[src/rtl/vga_timing_pkg.sv]
// Shared VGA 640x480@60 timing constants, tile-grid geometry and output record.
package vga_timing_pkg;

  localparam int DEF_CLK_DIV  = 4;
  localparam int DEF_H_ACTIVE = 640;
  localparam int DEF_H_FP     = 16;
  localparam int DEF_H_SYNC   = 96;
  localparam int DEF_H_BP     = 48;
  localparam int DEF_V_ACTIVE = 480;
  localparam int DEF_V_FP     = 10;
  localparam int DEF_V_SYNC   = 2;
  localparam int DEF_V_BP     = 33;
  localparam int DEF_TILE_W   = 10;
  localparam int DEF_TILE_H   = 15;

  localparam int H_TOTAL = DEF_H_ACTIVE + DEF_H_FP + DEF_H_SYNC + DEF_H_BP;
  localparam int V_TOTAL = DEF_V_ACTIVE + DEF_V_FP + DEF_V_SYNC + DEF_V_BP;

  localparam int H_SYNC_START = DEF_H_ACTIVE + DEF_H_FP;
  localparam int H_SYNC_END   = H_SYNC_START + DEF_H_SYNC - 1;
  localparam int V_SYNC_START = DEF_V_ACTIVE + DEF_V_FP;
  localparam int V_SYNC_END   = V_SYNC_START + DEF_V_SYNC - 1;

  localparam int TILE_COLS = 64;
  localparam int TILE_ROWS = 32;
  localparam int COL_W     = $clog2(TILE_COLS);
  localparam int ROW_W     = $clog2(TILE_ROWS);
  localparam int RGB_W     = 12;

  typedef logic [RGB_W-1:0] rgb_t;

  // Everything that leaves the block pixel-aligned travels together so the
  // sync pulses and colour can never drift apart.
  typedef struct packed {
    logic hsync;
    logic vsync;
    rgb_t rgb;
  } vga_out_t;

  localparam vga_out_t VGA_OUT_IDLE = '{hsync: 1'b1, vsync: 1'b1, rgb: '0};

endpackage

[src/rtl/tile_counter.sv]
// Splits a stream of pixel or line increments into STEP-wide tiles and keeps
// the current tile index, using only compare/increment logic.
module tile_counter #(
  parameter int STEP  = 10,
  parameter int IDX_W = 6
) (
  input  logic             clk,
  input  logic             rst_n,
  input  logic             inc_i,
  input  logic             clr_i,
  output logic [IDX_W-1:0] idx_o
);

  localparam int SUB_W = (STEP > 1) ? $clog2(STEP) : 1;
  localparam logic [SUB_W-1:0] SUB_LAST = SUB_W'(STEP - 1);

  logic [SUB_W-1:0] sub_q, sub_d;
  logic [IDX_W-1:0] idx_q, idx_d;

  // Clear wins over increment so a line/frame wrap always restarts at tile 0.
  always_comb begin
    sub_d = sub_q;
    idx_d = idx_q;
    if (clr_i) begin
      sub_d = '0;
      idx_d = '0;
    end else if (inc_i) begin
      if (sub_q == SUB_LAST) begin
        sub_d = '0;
        idx_d = idx_q + 1'b1;
      end else begin
        sub_d = sub_q + 1'b1;
      end
    end
  end

  always_ff @(posedge clk or negedge rst_n) begin
    if (!rst_n) begin
      sub_q <= '0;
      idx_q <= '0;
    end else begin
      sub_q <= sub_d;
      idx_q <= idx_d;
    end
  end

  assign idx_o = idx_q;

endmodule

[src/rtl/vga_tile_scanner.sv]
// VGA timing generator that walks the screen as a tile grid, addresses an
// overlay ROM and drives pixel-aligned sync and colour to the panel.
module vga_tile_scanner
  import vga_timing_pkg::*;
#(
  parameter int CLK_DIV  = DEF_CLK_DIV,
  parameter int H_ACTIVE = DEF_H_ACTIVE,
  parameter int H_FP     = DEF_H_FP,
  parameter int H_SYNC   = DEF_H_SYNC,
  parameter int H_BP     = DEF_H_BP,
  parameter int V_ACTIVE = DEF_V_ACTIVE,
  parameter int V_FP     = DEF_V_FP,
  parameter int V_SYNC   = DEF_V_SYNC,
  parameter int V_BP     = DEF_V_BP,
  parameter int TILE_W   = DEF_TILE_W,
  parameter int TILE_H   = DEF_TILE_H
) (
  input  logic             clk,
  input  logic             rst_n,
  input  logic [RGB_W-1:0] color_data,
  output logic [ROW_W-1:0] row,
  output logic [COL_W-1:0] col,
  output logic             hsync,
  output logic             vsync,
  output logic [RGB_W-1:0] rgb,
  output logic             pixel_tick,
  output logic             frame_start
);

  localparam int HTOT = H_ACTIVE + H_FP + H_SYNC + H_BP;
  localparam int VTOT = V_ACTIVE + V_FP + V_SYNC + V_BP;
  localparam int HW   = $clog2(HTOT);
  localparam int VW   = $clog2(VTOT);
  localparam int DW   = (CLK_DIV > 1) ? $clog2(CLK_DIV) : 1;

  localparam logic [DW-1:0] DIV_LAST = DW'(CLK_DIV - 1);
  localparam logic [HW-1:0] H_LAST   = HW'(HTOT - 1);
  localparam logic [VW-1:0] V_LAST   = VW'(VTOT - 1);
  localparam logic [HW-1:0] H_ACT    = HW'(H_ACTIVE);
  localparam logic [VW-1:0] V_ACT    = VW'(V_ACTIVE);
  localparam logic [HW-1:0] HS_LO    = HW'(H_ACTIVE + H_FP);
  localparam logic [HW-1:0] HS_HI    = HW'(H_ACTIVE + H_FP + H_SYNC - 1);
  localparam logic [VW-1:0] VS_LO    = VW'(V_ACTIVE + V_FP);
  localparam logic [VW-1:0] VS_HI    = VW'(V_ACTIVE + V_FP + V_SYNC - 1);

  logic [DW-1:0]    div_q, div_d;
  logic [HW-1:0]    h_q, h_d;
  logic [VW-1:0]    v_q, v_d;
  vga_out_t         out_q, out_d;

  logic             h_last, v_last;
  logic             video_on, hsync_n, vsync_n;
  logic [COL_W-1:0] col_idx;
  logic [ROW_W-1:0] row_idx;

  assign pixel_tick = (div_q == DIV_LAST);
  assign div_d      = pixel_tick ? '0 : div_q + 1'b1;

  assign h_last = (h_q == H_LAST);
  assign v_last = (v_q == V_LAST);

  always_comb begin
    h_d = h_q;
    v_d = v_q;
    if (pixel_tick) begin
      h_d = h_last ? '0 : h_q + 1'b1;
      if (h_last) begin
        v_d = v_last ? '0 : v_q + 1'b1;
      end
    end
  end

  tile_counter #(
    .STEP  (TILE_W),
    .IDX_W (COL_W)
  ) u_col_counter (
    .clk   (clk),
    .rst_n (rst_n),
    .inc_i (pixel_tick),
    .clr_i (pixel_tick & h_last),
    .idx_o (col_idx)
  );

  tile_counter #(
    .STEP  (TILE_H),
    .IDX_W (ROW_W)
  ) u_row_counter (
    .clk   (clk),
    .rst_n (rst_n),
    .inc_i (pixel_tick & h_last),
    .clr_i (pixel_tick & h_last & v_last),
    .idx_o (row_idx)
  );

  assign video_on = (h_q < H_ACT) && (v_q < V_ACT);
  assign hsync_n  = !((h_q >= HS_LO) && (h_q <= HS_HI));
  assign vsync_n  = !((v_q >= VS_LO) && (v_q <= VS_HI));

  // The tile indices keep counting through blanking; mask them so the ROM
  // only ever sees in-range addresses.
  assign col = video_on ? col_idx : '0;
  assign row = video_on ? row_idx : '0;

  // Sampling on the tick edge gives the ROM a full pixel period after the
  // address change, and a single register stage keeps sync and colour aligned.
  always_comb begin
    out_d = out_q;
    if (pixel_tick) begin
      out_d.rgb   = video_on ? color_data : '0;
      out_d.hsync = hsync_n;
      out_d.vsync = vsync_n;
    end
  end

  always_ff @(posedge clk or negedge rst_n) begin
    if (!rst_n) begin
      div_q <= '0;
      h_q   <= '0;
      v_q   <= '0;
      out_q <= VGA_OUT_IDLE;
    end else begin
      div_q <= div_d;
      h_q   <= h_d;
      v_q   <= v_d;
      out_q <= out_d;
    end
  end

  assign frame_start = pixel_tick && h_last && v_last;
  assign hsync       = out_q.hsync;
  assign vsync       = out_q.vsync;
  assign rgb         = out_q.rgb;

endmodule
[config.mk]
export PLATFORM = sky130hd
export DESIGN_NAME = vga_tile_scanner
export DESIGN_NICKNAME = d
export VERILOG_FILES = /design/src/rtl/vga_timing_pkg.sv /design/src/rtl/tile_counter.sv /design/src/rtl/vga_tile_scanner.sv
export SDC_FILE = /design/constraint.sdc
export NUM_CORES = 1
export LEC_CHECK = 0
export CAP_MARGIN = 20
export CORE_ASPECT_RATIO = 0.6
export CORE_MARGIN = 2
export CORE_UTILIZATION = 51
export CTS_BUF_LIST = sky130_fd_sc_hd__clkbuf_16
export DETAILED_ROUTE_END_ITERATION = 12
export MAX_ROUTING_LAYER = met4
export PLACE_DENSITY = 0.76
export SYNTH_ARGS = -nofsm -noshare
export SYNTH_HDL_FRONTEND = slang
export SYNTH_SLANG_ARGS = --single-unit
[constraint.sdc]
create_clock -name clk -period 2 [get_ports clk]
set_input_delay 0.4 -clock clk [delete_from_list [all_inputs] [get_ports clk]]
set_output_delay 0.4 -clock clk [all_outputs]
set_load 0.01 [all_outputs]
# After elaboration in Yosys (flattened, before gate mapping)
# Index checks and enable logic that the tools add are counted.
# word_totals
regBits	55
mem_bits_ro	0
mem_count	0
out_inout_bits	27
latch_bits	0
wordCells	62
ramBits	0
# classes
shift	0
bitwise_logic	2
addsub	7
eq_ne	5
mul	0
order_cmp	6
div_mod_pow	0
n_reduce_logical	14
mux	18
# op_table
cell	count
$mux W4	6
$mux W6	4
$add A10 B1 Y10 const B	2
$eq A10 B10 Y1 const B	2
$mux W10	2
$mux W5	4
$mux W12	1
$ge A10 B10 Y1 const B	1
$ge A10 B9 Y1 const B	1
$le A10 B10 Y1 const B	1
$le A10 B9 Y1 const B	1
$lt A10 B10 Y1 const B	1
$lt A10 B9 Y1 const B	1
$add A4 B1 Y4 const B	2
$eq A4 B4 Y1 const B	2
$reduce_bool A2 Y1	4
$add A6 B1 Y6 const B	1
$reduce_and A2 Y1	3
$add A5 B1 Y5 const B	1
$logic_and A1 B1 Y1	5
$add A2 B1 Y2 const B	1
$and A1 B1 Y1	2
$eq A2 B2 Y1 const B	1
$logic_not A1 Y1	2
$mux W2	1

# Depth between registers and ports, before layout
# Gate-level depths: netlist of run 1.
# depth
depth_word	5
mapped_depth	7
ltp_nobuf	6

# Modules after synthesis
# Synthesis of run 1 repeated with hierarchy kept, for this count alone.
# unflattened
hier_cells	289
area_unflattened_um2	2817.7
# by_module_without_submodules
module	cells_each	instances	seq_area_each_um2	area_each_um2
vga_tile_scanner	186	1	903.4	1796.7
tile_counter (u_col_counter)	55	1	250.2	551.8
tile_counter (u_row_counter)	48	1	225.2	469.2

# Worst setup path after synthesis of run 1
# Ideal clock, no wire load.
# synth_timing
kind	register -> output
start	register div_q[0]
end	output frame_start
required_ps	1600
t_arrival_ps	1419
setup_slack_ps	181
path_stages_with_launch	7
cell_sequence	dfrtp_1 -> ha_1 -> nand2_1 -> nand4bb_1 -> buf_2 -> clkbuf_1 -> nor2_1
# synth_between
elab_chain_cells	3
# synth_lines
item	line_no	rtl
start, declared	vga_tile_scanner.sv:46	logic [DW-1:0] div_q, div_d;
start signal, assigned	vga_tile_scanner.sv:122	div_q <= div_d;
$eq A2 B2 Y1	vga_tile_scanner.sv:56	assign pixel_tick = (div_q == DIV_LAST);
via pixel_tick	vga_tile_scanner.sv:26	output logic pixel_tick,
$logic_and A1 B1 Y1 (2 in series)	vga_tile_scanner.sv:129	assign frame_start = pixel_tick && h_last && v_last;
end, declared	vga_tile_scanner.sv:27	output logic frame_start
# The timed path passes the listed nets, and every way through them passes these cells.

# Final worst setup path of run 1
# layout_timing
start	register v_q[7]
end	output col[5]
# layout_between
elab_chain_cells	3
# layout_lines
item	line_no	rtl
start, declared	vga_tile_scanner.sv:48	logic [VW-1:0] v_q, v_d;
start signal, assigned	vga_tile_scanner.sv:124	v_q <= v_d;
$lt A10 B9 Y1	vga_tile_scanner.sv:95	assign video_on = (h_q < H_ACT) && (v_q < V_ACT);
$logic_and A1 B1 Y1	vga_tile_scanner.sv:95	
$mux W6	vga_tile_scanner.sv:101	assign col = video_on ? col_idx : '0;
end, declared	vga_tile_scanner.sv:22	output logic [COL_W-1:0] col,
# Every way passes these cells.

==> flow_results.xml, run 1 <==
<?xml version="1.0" encoding="UTF-8"?>
<metrics>
  <group name="setup_path">
    <metric name="worst-path-max-fanout" unit="">8</metric>
    <metric name="timing.critical_path.required" unit="ps">1600</metric>
    <metric name="cp_slowest_stage_delay" unit="ps">420</metric>
    <metric name="worstPathCellList" unit="">nand4_1 &gt; and3_4 &gt; and2_1 &gt; dlygate4sd2_1</metric>
    <metric name="crit_path_start_kind" unit="">flip-flop</metric>
    <metric name="crit_arrival" unit="ps">1580</metric>
    <metric name="path_class" unit="">flip-flop to primary output</metric>
    <metric name="timing.critical_path.to_type" unit="">primary output</metric>
    <metric name="worst_path_max_delay_cell" unit="">sky130_fd_sc_hd__dfrtp_1</metric>
  </group>
  <group name="synthesis">
    <metric name="synth-compound-area-share" unit="%">13.9</metric>
    <metric name="synth_simple_gate_area_share" unit="%">23.0</metric>
    <metric name="yosysWarnings" unit="">0</metric>
    <metric name="ys_seq_area_share" unit="%">49.4</metric>
    <metric name="synth_cell_type_count" unit="">45</metric>
    <metric name="synthAdderAreaFrac" unit="%">4.93</metric>
    <metric name="synth_xor_area_share" unit="%">3.77</metric>
    <metric name="main_combinational_cell_family_by_area_after_synthesis" unit="">simple AND/OR/NAND/NOR gates</metric>
    <metric name="syn_inst_count" unit="">285</metric>
    <metric name="number_of_storage_elements_in_the_synthesis_netlist" unit="">55</metric>
    <metric name="mappedNetlistNets" unit="">310</metric>
    <metric name="yosys_most_used_dff" unit="">sky130_fd_sc_hd__dfrtp_1</metric>
    <metric name="avgSynthCellArea" unit="um^2">9.79</metric>
    <metric name="netlist_area" unit="um^2">2790</metric>
    <metric name="netlist_top_cells_area" unit="">sky130_fd_sc_hd__dfrtp_1, sky130_fd_sc_hd__o2bb2ai_1, sky130_fd_sc_hd__ha_1, sky130_fd_sc_hd__nand2_1, sky130_fd_sc_hd__nor2_1</metric>
    <metric name="synthDominantAreaCellType" unit="">sky130_fd_sc_hd__dfrtp_1</metric>
    <metric name="multiplexer_area_fraction_after_synthesis" unit="%">1.17</metric>
    <metric name="synth.top_cell.area_share" unit="%">47.5</metric>
    <metric name="synth-edff-count" unit="">0</metric>
    <metric name="synth_async_sr_flop_share" unit="%">100</metric>
  </group>
  <group name="timing">
    <metric name="post-route-period-util" unit="%">99.0</metric>
    <metric name="transition_time_at_the_pin_with_the_least_slew_margin" unit="ps">524</metric>
    <metric name="report.final.hold_viol_count" unit="">0</metric>
    <metric name="final_period_minus_worst_setup_slack" unit="ps">1980</metric>
    <metric name="maxSlewViolCount" unit="">0</metric>
    <metric name="setup-violations-final" unit="">0</metric>
    <metric name="finalSetupTns" unit="ps">0</metric>
    <metric name="clock.fmax" unit="GHz">0.505</metric>
    <metric name="fin_worst_hold_slack" unit="ps">82.1</metric>
    <metric name="timing.slew.headroom" unit="%">65.1</metric>
    <metric name="finalClockSkew" unit="ps">4.77</metric>
  </group>
  <group name="pwr">
    <metric name="total_power" unit="mW">2.07</metric>
    <metric name="power_per_standard_cell_area" unit="nW/um^2">569</metric>
    <metric name="vdd_ir_drop_max" unit="uV">339</metric>
    <metric name="p_leak" unit="nW">1.65</metric>
  </group>
  <group name="final_layout">
    <metric name="post-route-util" unit="%">70.7</metric>
    <metric name="fin_nets" unit="">378</metric>
    <metric name="regArea" unit="um^2">1380</metric>
    <metric name="layout-drive-gt1-share" unit="%">17.2</metric>
    <metric name="fillerInstances" unit="">389</metric>
    <metric name="diodes" unit="">0</metric>
    <metric name="multiInputGateArea" unit="um^2">1340</metric>
    <metric name="area_growth_syn_to_layout" unit="%">30.7</metric>
  </group>
  <group name="route">
    <metric name="drc_errors" unit="">0</metric>
    <metric name="drtPass1Iterations" unit="">4</metric>
    <metric name="viasPerCell" unit="">5.66</metric>
    <metric name="route.vias.total" unit="">2379</metric>
    <metric name="drt-wirelength-per-cell" unit="um">16.1</metric>
    <metric name="remaining_antenna_violation_count_after_routing" unit="">0</metric>
    <metric name="finalWirelength" unit="mm">6.74</metric>
    <metric name="drt_first_iter_violations" unit="">164</metric>
  </group>
  <group name="floorplanning">
    <metric name="row_count" unit="">20</metric>
    <metric name="die_h" unit="um">61.3</metric>
    <metric name="area_of_the_placeable_core" unit="um^2">5150</metric>
    <metric name="fp.dieArea" unit="um^2">6100</metric>
    <metric name="die_w" unit="um">99.5</metric>
    <metric name="io-pin-count" unit="">41</metric>
    <metric name="floorplan.initialDensity" unit="%">54.1</metric>
  </group>
  <group name="outcome">
    <metric name="outcome" unit="">finished, final reports clean</metric>
  </group>
  <group name="clock_tree">
    <metric name="clock_tree.root_cell" unit="">sky130_fd_sc_hd__clkbuf_16</metric>
    <metric name="clock_insertion_delay_worst_skew" unit="ps">290</metric>
    <metric name="worst_setup_hold_path_clk_slew" unit="ps">70</metric>
    <metric name="cts_max_path_buffers" unit="">2</metric>
    <metric name="tritoncts" unit="">yes</metric>
    <metric name="clkSinkCount" unit="">55</metric>
    <metric name="cts_hold_buffers_added" unit="">0</metric>
    <metric name="cts_htree_levels" unit="">2</metric>
    <metric name="cts_inserted_buffers" unit="">5</metric>
  </group>
  <group name="global_route">
    <metric name="total_track_usage" unit="%">24.2</metric>
    <metric name="globalRouteOverflowTotal" unit="">0</metric>
    <metric name="grt_start_max_net_pins" unit="">28</metric>
    <metric name="wire_length_of_the_first_global_routing_pass" unit="mm">11.0</metric>
    <metric name="first_global_vias" unit="">2207</metric>
    <metric name="grt_antenna_before_repair" unit="">0</metric>
  </group>
  <group name="hold_path">
    <metric name="worst_min_path_class" unit="">input port to asynchronous set/reset pin</metric>
  </group>
  <group name="job">
    <metric name="max_cap_viol_count" unit="">0</metric>
  </group>
  <group name="place">
    <metric name="numPortBuffers" unit="">40</metric>
    <metric name="placer_s_final_routability_congestion_estimate" unit="">0.890</metric>
    <metric name="dp_hpwl" unit="mm">4.63</metric>
  </group>
</metrics>
-- critical path: cells and delay by family, from the launching register on --
family	cells	cell delay, ps
buf+inv	1	280
flops	1	420
simple gates	3	590
-- layer usage --
metal | track usage, % | share of wire [%] | up-vias
met1 | 34.8 | 50 | 1152
li1 | - | - | 1141
met2 | 34.4 | 43 | 77
met3 | 5.56 | 5.9 | 9
met4 | 7.44 | 1.1 | 0
met5 | - | 0 | -
-- cells by family (layout without fill, tap and decap cells) --
kind of cell,Yosys count,after routing
xor+xnor,12,12
simple gates,121,121
compound gates,56,56
buf+inv,27,96
mux,3,3
fa+ha+maj,11,11
flops,55,55
-- worst paths after layout --
kind,startpoint,endpoint,slack [ps],cells after the start
max reg2reg,v_q[7]$_DFFE_PN0P_,v_q[9]$_DFFE_PN0P_,90,7
min reg2reg,div_q[0]$_DFF_PN0_,div_q[0]$_DFF_PN0_,450,1
min,rst_n,u_col_counter.idx_o[4]$_DFFE_PN0P_,80,1
max,v_q[7]$_DFFE_PN0P_,col[5],20,4
max in group asynchronous,rst_n,hsync$_DFFE_PN1P_,1320,2
min in group clk,div_q[0]$_DFF_PN0_,div_q[0]$_DFF_PN0_,450,1
-- what timing repair did --
item                                    in CTS  in global routing
endpoints found under the setup margin      12                 19
resized for setup                           17                 10
pin swaps                                    2                  4
setup buffers                                4                  3
-- metrics by stage --
stage          setup slack (ps)  cell area (um^2)  std cells
4_1_cts                   0.725              3600        417
6_report                   19.5              3650        420
3_3_place_gp               41.6              3430        405
5_1_grt                   -33.1              3650        420
2_1_floorplan               181              2790        285
3_5_place_dp              -28.2              3430        405
-- cells in the mapped netlist, types with 7 or more instances --
cell type and number:
sky130_fd_sc_hd__inv_1 15, sky130_fd_sc_hd__and2_1 9, sky130_fd_sc_hd__o2bb2ai_1 16, sky130_fd_sc_hd__ha_1 11
sky130_fd_sc_hd__nor2_1 23, sky130_fd_sc_hd__xor2_1 8, sky130_fd_sc_hd__o21ai_0 16, sky130_fd_sc_hd__clkbuf_1 7
sky130_fd_sc_hd__nand3_1 13, sky130_fd_sc_hd__nand2_1 31, sky130_fd_sc_hd__dfrtp_1 53
-- where the power goes --
group          leakage [nW]  total, mW  internal, mW  switching [mW]
clock network        0.0658      0.850         0.462           0.388
logic                 0.871     0.0945        0.0542          0.0402
registers             0.709       1.13          1.12         0.00619
total                  1.65       2.07          1.64           0.435
-- cell usage in the layout, fill, tap and decap left out, drive strengths merged, types with 4 or more instances in the layout --
cell type | synthesis | layout
dfrtp | 53 | 53
buf | 5 | 34
nand2 | 31 | 31
clkdlybuf4s50 | 0 | 27
nor2 | 23 | 23
o2bb2ai | 16 | 16
o21ai | 16 | 16
inv | 15 | 15
nand3 | 14 | 14
ha | 11 | 11
and2 | 9 | 9
dlygate4sd2 | 0 | 9
xor2 | 8 | 8
nor3 | 7 | 7
nand4 | 6 | 6
a21oi | 6 | 6
a22o | 6 | 6
clkbuf | 7 | 6
and3 | 6 | 6
nand2b | 4 | 4
xnor2 | 4 | 4
o22ai | 4 | 4
nor4 | 4 | 4
-- registers in the layout, indices dropped and copies added, names as in the netlist --
signal / flops
u_row_counter.sub_q: 4
u_row_counter.idx_o: 5
div_q: 2
v_q: 10
u_col_counter.sub_q: 4
u_col_counter.idx_o: 6
h_q: 10
vsync: 1
hsync: 1
rgb: 12
-- final cells by class --
type / count / area share (%)
Clock buffer: 5 / 3.43
Clock inverter: 3 / 0.549
Inverter: 15 / 1.54
Multi-Input combinational cell: 203 / 36.9
Sequential cell: 55 / 37.8
Tap cell: 66 / 2.26
Timing Repair Buffer: 73 / 17.5
Power figures use the tool's default switching activity.
==> run 2: changes to the inputs <==
==> constraint.sdc (replaced) <==
create_clock -name clk -period 2 [get_ports clk]
set_input_delay 0.3 -clock clk [delete_from_list [all_inputs] [get_ports clk]]
set_output_delay 0.3 -clock clk [all_outputs]
set_load 0.01 [all_outputs]
==> flow_results.xml, run 2 (synthesis gave the netlist of run 1 again) <==
<?xml version="1.0" encoding="UTF-8"?>
<metrics>
  <group name="route">
    <metric name="remaining_antenna_violation_count_after_routing" unit="">0</metric>
    <metric name="routed.top_layer" unit="">met4</metric>
    <metric name="viasPerCell" unit="">5.77</metric>
    <metric name="route.met2.wl" unit="mm">2.79</metric>
    <metric name="drt_first_iter_violations" unit="">194</metric>
    <metric name="drc_errors" unit="">0</metric>
    <metric name="wl_met3" unit="um">337</metric>
    <metric name="finalWirelength" unit="mm">6.62</metric>
    <metric name="drtPass1Iterations" unit="">4</metric>
    <metric name="drt-wirelength-per-cell" unit="um">16.2</metric>
    <metric name="wl_met1" unit="mm">3.44</metric>
    <metric name="route.vias.total" unit="">2359</metric>
  </group>
  <group name="clock_tree">
    <metric name="clkSinkCount" unit="">55</metric>
    <metric name="cts_max_path_buffers" unit="">2</metric>
    <metric name="tritoncts" unit="">yes</metric>
    <metric name="worst_setup_hold_path_clk_slew" unit="ps">70</metric>
    <metric name="cts_inserted_buffers" unit="">5</metric>
    <metric name="clock_tree.root_cell" unit="">sky130_fd_sc_hd__clkbuf_16</metric>
    <metric name="cts_htree_levels" unit="">2</metric>
    <metric name="clock_insertion_delay_worst_skew" unit="ps">280</metric>
  </group>
  <group name="floorplanning">
    <metric name="die_w" unit="um">99.5</metric>
    <metric name="area_of_the_placeable_core" unit="um^2">5150</metric>
    <metric name="fp.dieArea" unit="um^2">6100</metric>
    <metric name="row_count" unit="">20</metric>
    <metric name="floorplan.initialDensity" unit="%">54.1</metric>
    <metric name="io-pin-count" unit="">41</metric>
    <metric name="die_h" unit="um">61.3</metric>
  </group>
  <group name="final_layout">
    <metric name="fin_nets" unit="">368</metric>
    <metric name="largest_reg_flops" unit="">12</metric>
    <metric name="area_growth_syn_to_layout" unit="%">29.7</metric>
    <metric name="fillerInstances" unit="">407</metric>
    <metric name="final_common_cell" unit="">sky130_fd_sc_hd__dfrtp_1</metric>
    <metric name="diodes" unit="">0</metric>
    <metric name="layout-drive-gt1-share" unit="%">14.0</metric>
    <metric name="layout.cells.most_common_list" unit="">sky130_fd_sc_hd__dfrtp_1, sky130_fd_sc_hd__nand2_1, sky130_fd_sc_hd__clkdlybuf4s50_1</metric>
  </group>
  <group name="global_route">
    <metric name="total_track_usage" unit="%">23.6</metric>
    <metric name="globalRouteOverflowTotal" unit="">0</metric>
    <metric name="wire_length_of_the_first_global_routing_pass" unit="mm">10.8</metric>
    <metric name="first_global_vias" unit="">2100</metric>
    <metric name="grt_start_max_net_pins" unit="">32</metric>
    <metric name="grt_antenna_before_repair" unit="">0</metric>
  </group>
  <group name="place">
    <metric name="placer_s_final_routability_congestion_estimate" unit="">0.858</metric>
    <metric name="dp_hpwl" unit="mm">4.52</metric>
    <metric name="numPortBuffers" unit="">40</metric>
  </group>
  <group name="setup_path">
    <metric name="capture_point_of_the_worst_reg_to_reg_path" unit="">v_q[2]$_DFFE_PN0P_</metric>
    <metric name="startpoint" unit="">v_q[6]$_DFFE_PN0P_</metric>
    <metric name="r2r_setup_slack" unit="ps">150</metric>
    <metric name="worstSetupEndpoint" unit="">row[2]</metric>
    <metric name="path_class" unit="">flip-flop to primary output</metric>
    <metric name="timing.critical_path.required" unit="ps">1700</metric>
    <metric name="cpLargestDelayFamily" unit="">buffers and inverters</metric>
    <metric name="timing.critical_path.to_type" unit="">primary output</metric>
    <metric name="cp_slowest_stage_delay" unit="ps">540</metric>
    <metric name="critical_path_depth" unit="">4</metric>
    <metric name="worst_path_max_delay_cell" unit="">sky130_fd_sc_hd__clkdlybuf4s50_1</metric>
    <metric name="worst-path-max-fanout" unit="">3</metric>
    <metric name="r2r_cells" unit="">6</metric>
    <metric name="critPathBufInv" unit="">1</metric>
    <metric name="crit_arrival" unit="ps">1650</metric>
    <metric name="worstPathCellList" unit="">nand4_1 &gt; nand3_2 &gt; nor2_1 &gt; clkdlybuf4s50_1</metric>
    <metric name="rr_startpoint" unit="">h_q[1]$_DFFE_PN0P_</metric>
    <metric name="crit_path_start_kind" unit="">flip-flop</metric>
  </group>
  <group name="timing">
    <metric name="final_period_minus_worst_setup_slack" unit="ps">1950</metric>
    <metric name="clock.fmax" unit="GHz">0.514</metric>
    <metric name="fin_worst_hold_slack" unit="ps">434</metric>
    <metric name="finalClockSkew" unit="ps">5.98</metric>
    <metric name="timing.slew.headroom" unit="%">69.2</metric>
    <metric name="finalSetupTns" unit="ps">0</metric>
    <metric name="transition_time_at_the_pin_with_the_least_slew_margin" unit="ps">462</metric>
    <metric name="post-route-period-util" unit="%">97.3</metric>
    <metric name="rsz0062_at_grt" unit="">no</metric>
    <metric name="maxSlewViolCount" unit="">0</metric>
    <metric name="report.final.hold_viol_count" unit="">0</metric>
    <metric name="setup-violations-final" unit="">0</metric>
  </group>
  <group name="job">
    <metric name="max_cap_viol_count" unit="">0</metric>
  </group>
  <group name="pwr">
    <metric name="power_per_standard_cell_area" unit="nW/um^2">602</metric>
    <metric name="vdd_ir_drop_max" unit="uV">308</metric>
    <metric name="p_leak" unit="nW">1.65</metric>
  </group>
  <group name="outcome">
    <metric name="outcome" unit="">finished, final reports clean</metric>
  </group>
  <group name="hold_path">
    <metric name="worst_min_path_class" unit="">flip-flop to flip-flop</metric>
  </group>
</metrics>
-- run 2: cell types whose count changed in the layout (fill, tap and decap cells not counted), moves of 2 or more --
| cell | before | now |
|---|---|---|
| sky130_fd_sc_hd__dlymetal6s2s_1 | 0 | 2 |
| sky130_fd_sc_hd__buf_6 | 0 | 2 |
| sky130_fd_sc_hd__buf_4 | 32 | 18 |
| sky130_fd_sc_hd__clkdlybuf4s15_1 | 2 | 0 |
-- run 2: power by group --
group          internal, mW  switching, mW  leakage (nW)
registers              1.12        0.00639         0.707
clock network         0.583          0.369        0.0759
logic                0.0555         0.0401         0.871
total                  1.76          0.415          1.65
-- run 2: worst min-delay path by stage --
stage,start,end,slack (ps),cells past startpoint
6_report,div_q[0]$_DFF_PN0_,div_q[0]$_DFF_PN0_,430,1
5_1_grt,div_q[0]$_DFF_PN0_,div_q[0]$_DFF_PN0_,450,1
4_1_cts,div_q[0]$_DFF_PN0_,div_q[0]$_DFF_PN0_,440,1
3_5_place_dp,rst_n,u_col_counter.sub_q[1]$_DFFE_PN0P_,280,1
3_3_place_gp,rst_n,u_col_counter.sub_q[1]$_DFFE_PN0P_,270,1
2_1_floorplan,rst_n,div_q[0]$_DFF_PN0_,4,0
-- run 2: cell type report --
class                   instances  area (um^2)  share of cell area, %
repair buffers                 63          588                   16.3
clock inverters                 2         37.5                   1.04
clock buffers                   5          125                   3.46
well taps                      66         82.6                   2.28
inverters                      15         56.3                   1.56
multi-input cells             203         1350                   37.3
flip-flops and latches         55         1380                   38.1
-- run 2: repair_timing --
item | CTS | global route
setup buffers | 4 | 2
hold buffers | 1 | 0
endpoints found under the hold margin | 18 | 0
setup endpoints to repair | 13 | 17
pin swaps | 1 | 4
gates cloned | 0 | 0
gates resized for setup | 16 | 13
-- run 2: stage by stage --
step	worst slack [ps]	std cells	utilization (%)	area (um^2)	power [mW]
final	53.7	409	70.2	3620	2.18
after floorplan	272	285	-	2790	1.17
after global routing	0.661	409	70.2	3620	2.25
after detailed placement	34.2	396	65.1	3360	1.25
after CTS	7.98	408	69.2	3570	2.19
after global placement	113	396	65.1	3360	1.25
-- run 2: routing by layer --
| metal | up-vias | track usage (%) |
|---|---|---|
| met5 | - | - |
| met4 | 0 | 3.52 |
| met3 | 6 | 4.09 |
| met2 | 81 | 33.7 |
| met1 | 1150 | 36.0 |
| li1 | 1122 | - |
-- run 2: worst register-to-register path, stage by stage, from the launching register on --
cell and delay, ps:
sky130_fd_sc_hd__dfrtp_1 410, sky130_fd_sc_hd__ha_1 220, sky130_fd_sc_hd__nand2_1 100, sky130_fd_sc_hd__buf_4 160
sky130_fd_sc_hd__and4bb_2 460, sky130_fd_sc_hd__o21ai_0 150, sky130_fd_sc_hd__a22o_1 240
==> run 3: changes to the inputs <==
--- a/config.mk
+++ b/config.mk
@@ -11,8 +11,9 @@
 export CORE_UTILIZATION = 51
 export CTS_BUF_LIST = sky130_fd_sc_hd__clkbuf_16
 export DETAILED_ROUTE_END_ITERATION = 12
+export DONT_BUFFER_PORTS = 1
 export MAX_ROUTING_LAYER = met4
-export PLACE_DENSITY = 0.76
+export PLACE_DENSITY = 0.66
 export SYNTH_ARGS = -nofsm -noshare
 export SYNTH_HDL_FRONTEND = slang
 export SYNTH_SLANG_ARGS = --single-unit
==> flow_results.xml, run 3 (synthesis gave the netlist of run 1 again) <==
<?xml version="1.0" encoding="UTF-8"?>
<metrics>
  <group name="timing">
    <metric name="rsz0062_at_grt" unit="">no</metric>
    <metric name="post-route-period-util" unit="%">96.3</metric>
    <metric name="setup-violations-final" unit="">0</metric>
    <metric name="finalSetupTns" unit="ps">0</metric>
    <metric name="timing.slew.headroom" unit="%">65.8</metric>
    <metric name="report.final.hold_viol_count" unit="">0</metric>
    <metric name="maxSlewViolCount" unit="">0</metric>
    <metric name="transition_time_at_the_pin_with_the_least_slew_margin" unit="ps">510</metric>
    <metric name="clock.fmax" unit="GHz">0.519</metric>
    <metric name="finalClockSkew" unit="ps">4.58</metric>
    <metric name="final_period_minus_worst_setup_slack" unit="ps">1930</metric>
  </group>
  <group name="route">
    <metric name="finalWirelength" unit="mm">5.94</metric>
    <metric name="drt_first_iter_violations" unit="">184</metric>
    <metric name="drt-wirelength-per-cell" unit="um">16.5</metric>
    <metric name="remaining_antenna_violation_count_after_routing" unit="">0</metric>
    <metric name="drtPass1Iterations" unit="">4</metric>
    <metric name="drc_errors" unit="">0</metric>
    <metric name="route.vias.total" unit="">2121</metric>
    <metric name="viasPerCell" unit="">5.91</metric>
  </group>
  <group name="floorplanning">
    <metric name="floorplan.initialDensity" unit="%">54.1</metric>
    <metric name="area_of_the_placeable_core" unit="um^2">5150</metric>
    <metric name="io-pin-count" unit="">41</metric>
    <metric name="row_count" unit="">20</metric>
    <metric name="die_h" unit="um">61.3</metric>
    <metric name="fp.dieArea" unit="um^2">6100</metric>
    <metric name="die_w" unit="um">99.5</metric>
  </group>
  <group name="setup_path">
    <metric name="critPathBufInv" unit="">2</metric>
    <metric name="worstPathCellList" unit="">nor3b_4 &gt; nand4bb_4 &gt; buf_6 &gt; nor2_1 &gt; buf_4</metric>
    <metric name="crit_path_start_kind" unit="">flip-flop</metric>
    <metric name="path_class" unit="">flip-flop to primary output</metric>
    <metric name="worst_path_max_delay_cell" unit="">sky130_fd_sc_hd__dfrtp_1</metric>
    <metric name="timing.critical_path.to_type" unit="">primary output</metric>
    <metric name="timing.critical_path.required" unit="ps">1700</metric>
    <metric name="cp_slowest_stage_delay" unit="ps">480</metric>
    <metric name="crit_arrival" unit="ps">1630</metric>
    <metric name="worst-path-max-fanout" unit="">14</metric>
    <metric name="cpLargestDelayFamily" unit="">simple AND/OR/NAND/NOR gates</metric>
  </group>
  <group name="global_route">
    <metric name="total_track_usage" unit="%">21.7</metric>
    <metric name="wire_length_of_the_first_global_routing_pass" unit="mm">9.95</metric>
    <metric name="first_global_vias" unit="">1893</metric>
    <metric name="grt_start_max_net_pins" unit="">56</metric>
    <metric name="globalRouteOverflowTotal" unit="">0</metric>
    <metric name="grt_antenna_before_repair" unit="">0</metric>
  </group>
  <group name="clock_tree">
    <metric name="clock_insertion_delay_worst_skew" unit="ps">290</metric>
    <metric name="clkSinkCount" unit="">55</metric>
    <metric name="cts_htree_levels" unit="">2</metric>
    <metric name="clock_tree.root_cell" unit="">sky130_fd_sc_hd__clkbuf_16</metric>
    <metric name="cts_inserted_buffers" unit="">5</metric>
    <metric name="cts_max_path_buffers" unit="">2</metric>
    <metric name="worst_setup_hold_path_clk_slew" unit="ps">70</metric>
    <metric name="tritoncts" unit="">yes</metric>
  </group>
  <group name="pwr">
    <metric name="p_leak" unit="nW">1.38</metric>
    <metric name="p_int" unit="mW">1.72</metric>
    <metric name="total_power" unit="mW">2.14</metric>
    <metric name="clock_power_share" unit="%">44.9</metric>
    <metric name="power_per_standard_cell_area" unit="nW/um^2">682</metric>
    <metric name="vdd_ir_drop_max" unit="uV">360</metric>
    <metric name="power.share.sequential" unit="%">53.3</metric>
    <metric name="p_sw_share" unit="%">19.4</metric>
    <metric name="comb_power_share" unit="%">1.8</metric>
    <metric name="total_switching_power" unit="mW">0.416</metric>
  </group>
  <group name="job">
    <metric name="max_cap_viol_count" unit="">0</metric>
  </group>
  <group name="final_layout">
    <metric name="largest_reg_flops" unit="">12</metric>
    <metric name="layout.cells.most_common_list" unit="">sky130_fd_sc_hd__dfrtp_1, sky130_fd_sc_hd__nand2_1, sky130_fd_sc_hd__nor2_1</metric>
    <metric name="area_growth_syn_to_layout" unit="%">12.3</metric>
    <metric name="final_common_cell" unit="">sky130_fd_sc_hd__dfrtp_1</metric>
    <metric name="post-route-util" unit="%">60.8</metric>
    <metric name="diodes" unit="">0</metric>
    <metric name="fin_nets" unit="">317</metric>
    <metric name="layout-drive-gt1-share" unit="%">11.9</metric>
  </group>
  <group name="place">
    <metric name="dp_hpwl" unit="mm">4.01</metric>
    <metric name="numPortBuffers" unit="">0</metric>
    <metric name="placer_s_final_routability_congestion_estimate" unit="">0.829</metric>
  </group>
  <group name="hold_path">
    <metric name="worst_min_path_class" unit="">input port to flip-flop</metric>
  </group>
  <group name="outcome">
    <metric name="outcome" unit="">finished, final reports clean</metric>
  </group>
</metrics>
-- run 3: cell count changes in the layout (fill, tap and decap cells not counted), sizes merged --
cell / before / now
dlygate4sd2: 8 / 0
clkinv: 0 / 2
clkinvlp: 1 / 0
dlymetal6s2s: 2 / 0
buf: 24 / 11
clkdlybuf4s50: 28 / 0
-- run 3: layer usage --
| layer | vias to the layer above | share of wire [%] | global-route usage [%] |
|---|---|---|---|
| met5 | - | 0 | - |
| met4 | 0 | 0.32 | 4.11 |
| met3 | 2 | 6.4 | 4.09 |
| met2 | 65 | 39 | 27.2 |
| met1 | 1032 | 54 | 35.3 |
| li1 | 1022 | - | - |
-- run 3: worst register-to-register path, cell delays in order (launching register included) --
cell and delay [ps]:
sky130_fd_sc_hd__dfrtp_1 400, sky130_fd_sc_hd__inv_1 80, sky130_fd_sc_hd__ha_1 200, sky130_fd_sc_hd__and4bb_1 230, sky130_fd_sc_hd__and3_1 260, sky130_fd_sc_hd__nor2_1 430
sky130_fd_sc_hd__mux2_2 250
-- run 3: power groups by stage --
stage | registers, mW | clock network [mW] | logic (mW)
2_1_floorplan | 1.16 | 0 | 0.00948
3_3_place_gp | 1.16 | 0 | 0.0102
3_5_place_dp | 1.16 | 0 | 0.0107
4_1_cts | 1.14 | 0.982 | 0.0411
5_1_grt | 1.14 | 1.02 | 0.0455
6_report | 1.14 | 0.960 | 0.0391
-- run 3: per-stage QoR --
step | hold slack, ps | cells | setup WS, ps | cell area, um^2
2_1_floorplan | 4.41 | 285 | 272 | 2790
3_3_place_gp | 5.40 | 346 | 168 | 2880
3_5_place_dp | 5.37 | 346 | 108 | 2880
4_1_cts | 136 | 358 | 2.21 | 3100
5_1_grt | 146 | 359 | 5.50 | 3130
6_report | 141 | 359 | 74.5 | 3130
-- run 3: what timing repair did --
| action | CTS | global route |
|---|---|---|
| cloned | 1 | 0 |
| gates resized for setup | 2 | 8 |
| hold buffers | 2 | 0 |
| setup endpoints to repair | 1 | 11 |
| pin swaps | 0 | 1 |
| hold endpoints to repair | 55 | 0 |
| buffers inserted | 1 | 1 |
-- run 3: path summary, 6_finish.rpt --
check,start,endpoint,slack (ps),depth (start not counted)
worst max-delay path,h_q[7]$_DFFE_PN0P_,frame_start,70,5
max in group asynchronous,rst_n,hsync$_DFFE_PN1P_,1170,2
worst min-delay path,color_data[9],rgb[9]$_DFFE_PN0P_,140,2
worst min register to register,div_q[0]$_DFF_PN0_,div_q[0]$_DFF_PN0_,430,1
min in group asynchronous,rst_n,rgb[1]$_DFFE_PN0P_,550,2
worst max register to register,v_q[0]$_DFFE_PN0P_,v_q[0]$_DFFE_PN0P_,100,6
-- run 3: final cells by class --
| cell class | instances | area (um^2) |
|---|---|---|
| Sequential cell | 55 | 1380 |
| Fill cell | 431 | 2020 |
| Timing Repair Buffer | 12 | 114 |
| Clock inverter | 3 | 38.8 |
| Clock buffer | 5 | 125 |
| Inverter | 15 | 56.3 |
| Multi-Input combinational cell | 203 | 1340 |
| Tap cell | 66 | 82.6 |
